**src/rtl/sha_sweep_scheduler.sv**
```systemverilog
// -----------------------------------------------------------------------------
// sha_sweep_scheduler
//
// Feeds a super-pipelined SHA round chain with one block per cycle while it
// sweeps a range of nonces. Results come back from the pipeline tail in issue
// order. Each result is matched to its nonce and checked against a
// leading-zero difficulty. Once the pipeline has drained, job completion is
// reported.
//
// Ports
//   clk, rst            clock, asynchronous active-low reset
//   job_valid_i/ready_o job handshake (ready is high exactly while idle)
//   midstate_i          initial hash state for the job
//   block_i             16x32 W template
//   nonce_start_i       first nonce of the sweep
//   nonce_count_i       number of nonces to sweep (0 = empty job)
//   abort_i             stop issuing the current job
//   state_o, W_o        pipeline head data (W_o[NONCE_WORD] carries the nonce)
//   valid_o, newblock_o pipeline head qualifiers
//   digest_i            pipeline tail digest
//   result_valid_i      pipeline tail valid
//   found_valid_o       one-cycle hit pulse, found_nonce_o is its nonce
//   done_o, aborted_o   one-cycle job-retired pulse, aborted_o qualifies it
//   protocol_err_o      sticky: a result arrived with nothing outstanding
// -----------------------------------------------------------------------------
module sha_sweep_scheduler #(
  parameter int LATENCY    = 64,
  parameter int NONCE_WORD = 3,
  parameter int ZERO_BITS  = 32
) (
  input  logic                clk,
  input  logic                rst,
  input  logic                job_valid_i,
  output logic                job_ready_o,
  input  logic [255:0]        midstate_i,
  input  logic [15:0][31:0]   block_i,
  input  logic [31:0]         nonce_start_i,
  input  logic [31:0]         nonce_count_i,
  input  logic                abort_i,
  output logic [255:0]        state_o,
  output logic [15:0][31:0]   W_o,
  output logic                valid_o,
  output logic                newblock_o,
  input  logic [255:0]        digest_i,
  input  logic                result_valid_i,
  output logic                found_valid_o,
  output logic [31:0]         found_nonce_o,
  output logic                done_o,
  output logic                aborted_o,
  output logic                protocol_err_o
);

  localparam int OUT_W = $clog2(LATENCY + 1);

  typedef enum logic [1:0] {
    ST_IDLE  = 2'd0,
    ST_ISSUE = 2'd1,
    ST_DRAIN = 2'd2
  } state_e;

  state_e               state_q, state_d;
  logic                 job_ready_q, job_ready_d;
  logic [255:0]         midstate_q, midstate_d;
  logic [15:0][31:0]    block_q, block_d;
  logic [31:0]          issue_nonce_q, issue_nonce_d;
  logic [31:0]          remaining_q, remaining_d;
  logic [31:0]          ret_nonce_q, ret_nonce_d;
  logic                 first_q, first_d;
  logic                 abort_flag_q, abort_flag_d;
  logic [OUT_W-1:0]     outstanding_q, outstanding_d;
  logic                 valid_q, valid_d;
  logic                 newblock_q, newblock_d;
  logic [255:0]         state_out_q, state_out_d;
  logic [15:0][31:0]    w_out_q, w_out_d;
  logic                 found_valid_q, found_valid_d;
  logic [31:0]          found_nonce_q, found_nonce_d;
  logic                 done_q, done_d;
  logic                 aborted_q, aborted_d;
  logic                 perr_q, perr_d;

  logic                 accept_s;
  logic                 issue_s;
  logic                 hit_s;
  logic [15:0][31:0]    w_issue_s;

  assign accept_s = (state_q == ST_IDLE) && job_valid_i;
  // A beat goes out on every ISSUE cycle unless abort kills it.
  assign issue_s  = (state_q == ST_ISSUE) && !abort_i;
  assign hit_s    = (digest_i[255 -: ZERO_BITS] == {ZERO_BITS{1'b0}});

  // Template with the current nonce spliced into its fixed word.
  always_comb begin
    w_issue_s             = block_q;
    w_issue_s[NONCE_WORD] = issue_nonce_q;
  end

  // Outstanding beat counter and sticky protocol error.
  always_comb begin
    outstanding_d = outstanding_q;
    perr_d        = perr_q;
    if (result_valid_i && (outstanding_q == {OUT_W{1'b0}})) begin
      // A result with nothing in flight is an integration fault; the counter
      // must not underflow.
      perr_d        = 1'b1;
      outstanding_d = issue_s ? {{(OUT_W-1){1'b0}}, 1'b1} : {OUT_W{1'b0}};
    end else if (issue_s && !result_valid_i) begin
      outstanding_d = outstanding_q + {{(OUT_W-1){1'b0}}, 1'b1};
    end else if (!issue_s && result_valid_i) begin
      outstanding_d = outstanding_q - {{(OUT_W-1){1'b0}}, 1'b1};
    end else begin
      outstanding_d = outstanding_q;
    end
  end

  // Result path: in-order nonce tracking and hit reporting, in every state.
  always_comb begin
    found_valid_d = 1'b0;
    found_nonce_d = found_nonce_q;
    ret_nonce_d   = ret_nonce_q;
    if (accept_s) begin
      ret_nonce_d = nonce_start_i;
    end else if (result_valid_i) begin
      ret_nonce_d = ret_nonce_q + 32'd1;
    end else begin
      ret_nonce_d = ret_nonce_q;
    end
    if (result_valid_i && hit_s) begin
      found_valid_d = 1'b1;
      found_nonce_d = ret_nonce_q;
    end else begin
      found_valid_d = 1'b0;
    end
  end

  // Job FSM: next state plus issue-side registered outputs.
  always_comb begin
    state_d       = state_q;
    midstate_d    = midstate_q;
    block_d       = block_q;
    issue_nonce_d = issue_nonce_q;
    remaining_d   = remaining_q;
    first_d       = first_q;
    abort_flag_d  = abort_flag_q;
    valid_d       = 1'b0;
    newblock_d    = 1'b0;
    state_out_d   = state_out_q;
    w_out_d       = w_out_q;
    done_d        = 1'b0;
    aborted_d     = 1'b0;

    case (state_q)
      ST_IDLE: begin
        if (job_valid_i) begin
          midstate_d    = midstate_i;
          block_d       = block_i;
          issue_nonce_d = nonce_start_i;
          remaining_d   = nonce_count_i;
          first_d       = 1'b1;
          abort_flag_d  = 1'b0;
          state_d       = (nonce_count_i == 32'd0) ? ST_DRAIN : ST_ISSUE;
        end else begin
          state_d = ST_IDLE;
        end
      end
      ST_ISSUE: begin
        if (abort_i) begin
          abort_flag_d = 1'b1;
          state_d      = ST_DRAIN;
        end else begin
          valid_d       = 1'b1;
          newblock_d    = first_q;
          first_d       = 1'b0;
          state_out_d   = midstate_q;
          w_out_d       = w_issue_s;
          issue_nonce_d = issue_nonce_q + 32'd1;
          remaining_d   = remaining_q - 32'd1;
          state_d       = (remaining_q == 32'd1) ? ST_DRAIN : ST_ISSUE;
        end
      end
      ST_DRAIN: begin
        // done_q high means the pulse is already out; leave on the next edge
        // so job_ready_o rises the cycle after done_o.
        if (done_q) begin
          state_d = ST_IDLE;
        end else if (outstanding_d == {OUT_W{1'b0}}) begin
          done_d    = 1'b1;
          aborted_d = abort_flag_q;
        end else begin
          state_d = ST_DRAIN;
        end
      end
      default: begin
        state_d = ST_IDLE;
      end
    endcase

    job_ready_d = (state_d == ST_IDLE);
  end

  // State and output registers.
  always_ff @(posedge clk or negedge rst) begin
    if (!rst) begin
      state_q       <= ST_IDLE;
      job_ready_q   <= 1'b1;
      midstate_q    <= 256'd0;
      block_q       <= {16{32'd0}};
      issue_nonce_q <= 32'd0;
      remaining_q   <= 32'd0;
      ret_nonce_q   <= 32'd0;
      first_q       <= 1'b0;
      abort_flag_q  <= 1'b0;
      outstanding_q <= {OUT_W{1'b0}};
      valid_q       <= 1'b0;
      newblock_q    <= 1'b0;
      state_out_q   <= 256'd0;
      w_out_q       <= {16{32'd0}};
      found_valid_q <= 1'b0;
      found_nonce_q <= 32'd0;
      done_q        <= 1'b0;
      aborted_q     <= 1'b0;
      perr_q        <= 1'b0;
    end else begin
      state_q       <= state_d;
      job_ready_q   <= job_ready_d;
      midstate_q    <= midstate_d;
      block_q       <= block_d;
      issue_nonce_q <= issue_nonce_d;
      remaining_q   <= remaining_d;
      ret_nonce_q   <= ret_nonce_d;
      first_q       <= first_d;
      abort_flag_q  <= abort_flag_d;
      outstanding_q <= outstanding_d;
      valid_q       <= valid_d;
      newblock_q    <= newblock_d;
      state_out_q   <= state_out_d;
      w_out_q       <= w_out_d;
      found_valid_q <= found_valid_d;
      found_nonce_q <= found_nonce_d;
      done_q        <= done_d;
      aborted_q     <= aborted_d;
      perr_q        <= perr_d;
    end
  end

  assign job_ready_o    = job_ready_q;
  assign state_o        = state_out_q;
  assign W_o            = w_out_q;
  assign valid_o        = valid_q;
  assign newblock_o     = newblock_q;
  assign found_valid_o  = found_valid_q;
  assign found_nonce_o  = found_nonce_q;
  assign done_o         = done_q;
  assign aborted_o      = aborted_q;
  assign protocol_err_o = perr_q;

  // Digest bits below the difficulty field do not affect the hit decision.
  logic unused_digest_s;
  assign unused_digest_s = ^digest_i;

endmodule

```
**config.mk**
```make
export PLATFORM = sky130hd
export DESIGN_NAME = sha_sweep_scheduler
export DESIGN_NICKNAME = d
export VERILOG_FILES = /design/src/rtl/sha_sweep_scheduler.sv
export SDC_FILE = /design/constraint.sdc
export NUM_CORES = 2
export LEC_CHECK = 0
export CAP_MARGIN = 5
export CORE_AREA = 5 5 746 748
export DETAILED_ROUTE_END_ITERATION = 6
export DIE_AREA = 0 0 751 753
export PLACE_DENSITY = 0.33
export SLEW_MARGIN = 30
export SYNTH_ARGS = -nofsm -noshare
export SYNTH_HDL_FRONTEND = slang
export SYNTH_SLANG_ARGS = --single-unit
```
**constraint.sdc**
```tcl
create_clock -name clk -period 2.4 [get_ports clk]
set_input_delay 0.48 -clock clk [delete_from_list [all_inputs] [get_ports clk]]
set_output_delay 0.48 -clock clk [all_outputs]
set_load 0.005 [all_outputs]
```
=== Word level (Yosys, flattened, before mapping) ===
Cells that the tools add are included.

* Output and inout port bits: 807
* Register bits after elaboration: 1650
* Bits of input ports: 1093
* Word-level logic and storage cells: 117

* Mux-type cells: 36
* Equal/unequal tests: 6
* Bitwise logic cells: 1
* Add/sub/neg operators: 5
* Reductions and logical operators: 21

{| class="wikitable"
|+ Operators by type and width
! cell !! number
|-
| $mux W32 || 6
|-
| $pmux W32 S2 || 2
|-
| $add A32 B1 Y32 const B || 2
|-
| $logic_not A32 Y1 || 2
|-
| $eq A32 B1 Y1 const B || 1
|-
| $sub A32 B1 Y32 const B || 1
|-
| $mux W7 || 3
|-
| $mux W1 || 16
|-
| $logic_not A7 Y1 || 2
|-
| $mux W2 || 6
|-
| $add A7 B1 Y7 const B || 1
|-
| $sub A7 B1 Y7 const B || 1
|-
| $logic_and A1 B1 Y1 || 6
|-
| $ne A2 B2 Y1 const B || 3
|-
| $pmux W2 S3 || 1
|-
| $reduce_and A3 Y1 || 2
|-
| $logic_not A2 Y1 || 2
|-
| $pmux W1 S2 || 2
|-
| $reduce_and A2 Y1 || 2
|-
| $reduce_bool A2 Y1 || 2
|-
| $logic_not A1 Y1 || 3
|-
| $eq A2 B1 Y1 const B || 1
|-
| $eq A2 B2 Y1 const B || 1
|-
| $not A1 Y1 || 1
|}

=== Depth between registers and ports, before layout ===
* Depth after elaboration: 12
* Depth in mapped cells: 10
* Mapped depth without buffers: 8

=== Least setup slack after synthesis ===
OpenSTA, ideal clock, no wires.

* Path kind: input to register
* Start point: in result_valid_i
* End point: reg found_nonce_q[10], in the netlist found_nonce_o[10]
* Stages: 6
* Setup slack: 0.112 ns
* Library setup time: 0.125 ns
* Buffers on the path: 2
* Required time: 2.275 ns
* Arrival time: 2.164 ns
* Cells stage by stage: buf_2 > nor4b_1 > nand4_1 > nor4_1 > buf_2 > mux2_2

* Word-level cells in the longest chain between the ends: 1

{| class="wikitable"
|+ RTL lines
! what !! line !! source
|-
| from (decl) || 45 || <nowiki>input logic result_valid_i,</nowiki>
|-
| $logic_and A1 B1 Y1 || 127 || <nowiki>if (result_valid_i && hit_s) begin</nowiki>
|-
| to (signal assigned) || 238 || <nowiki>found_nonce_q <= found_nonce_d;</nowiki>
|-
| to (decl) || 76 || <nowiki>logic [31:0] found_nonce_q, found_nonce_d;</nowiki>
|}

Every way passes these cells.
A chain may end at the register's enable or synchronous reset.

=== Final worst setup path ===
* Start point: reg remaining_q[1]
* End point: reg remaining_q[18]

* Word-level cells in the longest chain between the ends: 3

{| class="wikitable"
|+ RTL lines
! what !! line !! source
|-
| from (decl) || 66 || <nowiki>logic [31:0] remaining_q, remaining_d;</nowiki>
|-
| from (signal assigned) || 228 || <nowiki>remaining_q <= remaining_d;</nowiki>
|-
| $sub A32 B1 Y32 || 176 || <nowiki>remaining_d = remaining_q - 32'd1;</nowiki>
|-
| $mux W32 || 166 || <nowiki>if (abort_i) begin</nowiki>
|-
| $pmux W32 S2 || 151 || <nowiki>case (state_q)</nowiki>
|}

Every way passes these cells. The select of a mux whose other input is x is not followed.

==> flow_summary_export.csv <==
group,metric,value,unit
yosys,synth_top_area_cell,"dfrtp_1",
yosys,netlist.area_leader.share,64.7,%
placed_design,place_area,0.0926,mm^2
detailed_routing,vias,56200,
sta,setup_viol,0,
clock_network,htree_levels,4,
setup_path,arrival,3160,ps
detailed_routing,wl,369000,um
yosys,synth_cell_type_count,70,
setup_path,crit_required,3220,ps
yosys,syn-cell-area,0.0637,mm^2
clock_network,clockBufferDepth,4,
yosys,synth-seq-cells,1650,
global_routing,first_global_vias,58800,
sta,rsz0062_at_grt,"true",
global_routing,antenna_found_initial,136,
placed_design,io_buffers,1643,
yosys,async_reset_ff_share,100,%
setup_path,worstPathMaxFanout,6,
clock_network,clock_sinks,1650,
floorplan,chipWidth,751,um
floorplan,rows,273,
detailed_routing,drtAntennaViolNets,0,
worst_hold_path,min_path_cells,3,
global_routing,grt_max_degree,85,
run_status,status,"finished, final reports clean",
finish,fin_nets,10400,
clock_network,clock_latency,960,ps
pwr,leakage,49.8,nW
clock_network,cts_tree,"done",
pwr,power.density,1320,mW/mm^2
setup_path,r2r_slack,60,ps
worst_hold_path,hp-class,"in -> reg",
sta,finalMaxSlewViolations,0,
yosys,avgSynthCellArea,8.82,um^2
placed_design,placed_cells,16200,
sta,finalCriticalPeriod,2340,ps
sta,worst_pin_slew,618,ps
sta,finClkSkew,102,ps
sta,hold_viol_final,0,
clock_network,cts_root_buf,"clkbuf_16",
setup_path,reg2reg_from,"remaining_q[1]",
worst_hold_path,hold_end,"block_q[468]",
floorplan,start_util,11.6,%
finish,final_cells,16800,
detailed_routing,dr.pass1.iters,5,
worst_hold_path,min_from,"block_i[468]",
finish,areaGrowthSynthToFinish,58.5,%
global_routing,grt_overflow,0,
global_routing,gr-usage-all-layers,12.6,%
yosys,yosysWarnings,0,
finish,drive_gt1_share,9.26,%
floorplan,core_area,0.550,mm^2
job,max_cap_viol_count,0,
yosys,ys.flop_type,"dfrtp_1",
yosys,synth_cells,7223,
setup_path,reg2reg_depth,9,
detailed_routing,viasPerCell,3.35,
yosys,synth_area_leaders,"dfrtp_1 (65%), nand2_1 (27%), clkbuf_1 (1.9%)",
floorplan,dieArea,0.566,mm^2
floorplan,io_pins,1900,
setup_path,cp-end-kind,"flip-flop",
yosys,synth_edf_count,0,
detailed_routing,drc_errors,0,
detailed_routing,drt_iter0_drc,3337,
pwr,ir_drop,0.623,mV
setup_path,cp-startpoint,"remaining_q[1]",
sta,max_freq,428,MHz
floorplan,die_h,753,um
setup_path,crit_type,"reg -> reg",
detailed_routing,wl_per_cell,22.0,um
global_routing,grt_pass1_wl,503000,um
clock_network,numCtsBuffers,221,
placed_design,dpl.hpwl,293000,um
finish,final_util,18.4,%
clock_network,path_clk_slew,60,ps
sta,fin_crit_sh,97.5,%
sta,holdWs,124,ps
finish,post-route-cell-area,0.101,mm^2
placed_design,gp_congestion,0.817,
setup_path,timing.rr.end,"remaining_q[18]",
yosys,syn-num-nets,8322,
sta,slew_headroom,58.8,%
yosys,ys_seq_area_share,64.8,%
setup_path,cp-start-kind,"flip-flop",
==> metal layers <==
metal,up-vias,share of wire (%),track usage [%]
li1,26500,-,-
met1,27600,43,15.9
met2,1551,45,20.4
met3,417,8.8,4.59
met4,112,2.2,2.67
met5,-,0.21,0
==> critical path, stage by stage, from the launching register on <==
cell     delay [ps]
dfrtp_1         380
inv_1            80
ha_2            190
or4b_4          510
or4_1           460
buf_6           170
nor3_4          130
buf_4           130
a22oi_1          50
o21ai_1         130
==> power breakdown <==
group / total (mW) / internal, mW / leakage (nW) / switching [mW]
Combinational: 47.5 / 19.8 / 25.5 / 27.6
Clock: 34.1 / 20.0 / 3.59 / 14.1
Sequential: 51.6 / 41.4 / 20.7 / 10.2
Total: 133 / 81.2 / 49.8 / 52.0
==> what timing repair did <==
| item | in CTS | in global routing |
|---|---|---|
| hold endpoints to repair | 792 | 0 |
| cloned | 0 | 0 |
| setup buffers | 11 | 0 |
| setup endpoints to repair | 611 | 16 |
| resized for setup | 649 | 15 |
| hold buffers | 152 | 0 |
==> kinds of logic (layout without fill, tap and decap cells) <==
logic type	after synthesis	after routing	share of synthesized area [%]
adders and majority gates	6	6	0.118
muxes	38	38	0.666
xor gates and xnor gates	33	33	0.453
buffers and inverters	403	2639	2.46
DFF	1650	1650	64.8
AOI/OAI and AO/OA	242	242	2.26
and+or+nand+nor	4851	4851	29.3
other	0	49	0
==> synth_stat cells, drive strengths merged, types with 14 or more instances <==
cell / instances
nor3: 27
inv: 15
nand2: 4615
o21ai: 83
xnor2: 22
nand4: 25
clkbuf: 324
a21oi: 76
buf: 64
mux2: 35
nand3: 31
and3: 18
nor2: 63
o22ai: 23
nor4: 28
a2bb2oi: 14
dfrtp: 1649
==> layout make-up <==
cell class / count / area (um^2)
Antenna cell: 49 / 123
Fill cell: 61900 / 449000
Multi-Input combinational cell: 5170 / 21000
Tap cell: 7287 / 9120
Clock inverter: 71 / 887
Clock buffer: 321 / 6450
Inverter: 15 / 63.8
Sequential cell: 1650 / 41300
Timing Repair Buffer: 2232 / 22100
==> flip-flops by register name, indices dropped and copies added (netlist names) <==
name	count
W_o	512
block_q	480
midstate_q	256
state_o	256
found_nonce_o	32
issue_nonce_q	32
remaining_q	32
ret_nonce_q	32
outstanding_q	7
state_q	2
abort_flag_q	1
aborted_o	1
done_o	1
first_q	1
found_valid_o	1
job_ready_o	1
newblock_o	1
protocol_err_o	1
valid_o	1
==> worst max-delay path by stage <==
stage | cells after the start | to
after CTS | 8 | remaining_q[28]
after global routing | 8 | remaining_q[28]
after detailed placement | 8 | found_nonce_o[4]
final | 9 | remaining_q[18]
after global placement | 8 | found_nonce_o[3]
after floorplan | 6 | found_nonce_o[10]
==> through the flow <==
stage	TNS, ps	power (mW)	setup WS [ps]
2_1_floorplan	0	67.2	112
3_3_place_gp	-89830	104	-350
3_5_place_dp	-88550	104	-357
4_1_cts	0	137	0.489
5_1_grt	-179	143	-50.0
6_report	0	133	60.9
==> cells in the final DEF, fill, tap and decap left out, types with 35 or more instances in the layout <==
master	instances
a21oi_1	75
buf_12	125
buf_4	313
clkbuf_1	48
clkbuf_16	223
clkbuf_8	50
clkdlybuf4s50_1	1037
dfrtp_1	1635
diode_2	49
dlygate4sd2_1	583
dlygate4sd3_1	152
mux2_2	35
nand2_1	4614
nor2_1	61
o21ai_0	80
Power figures use the tool's default switching activity.
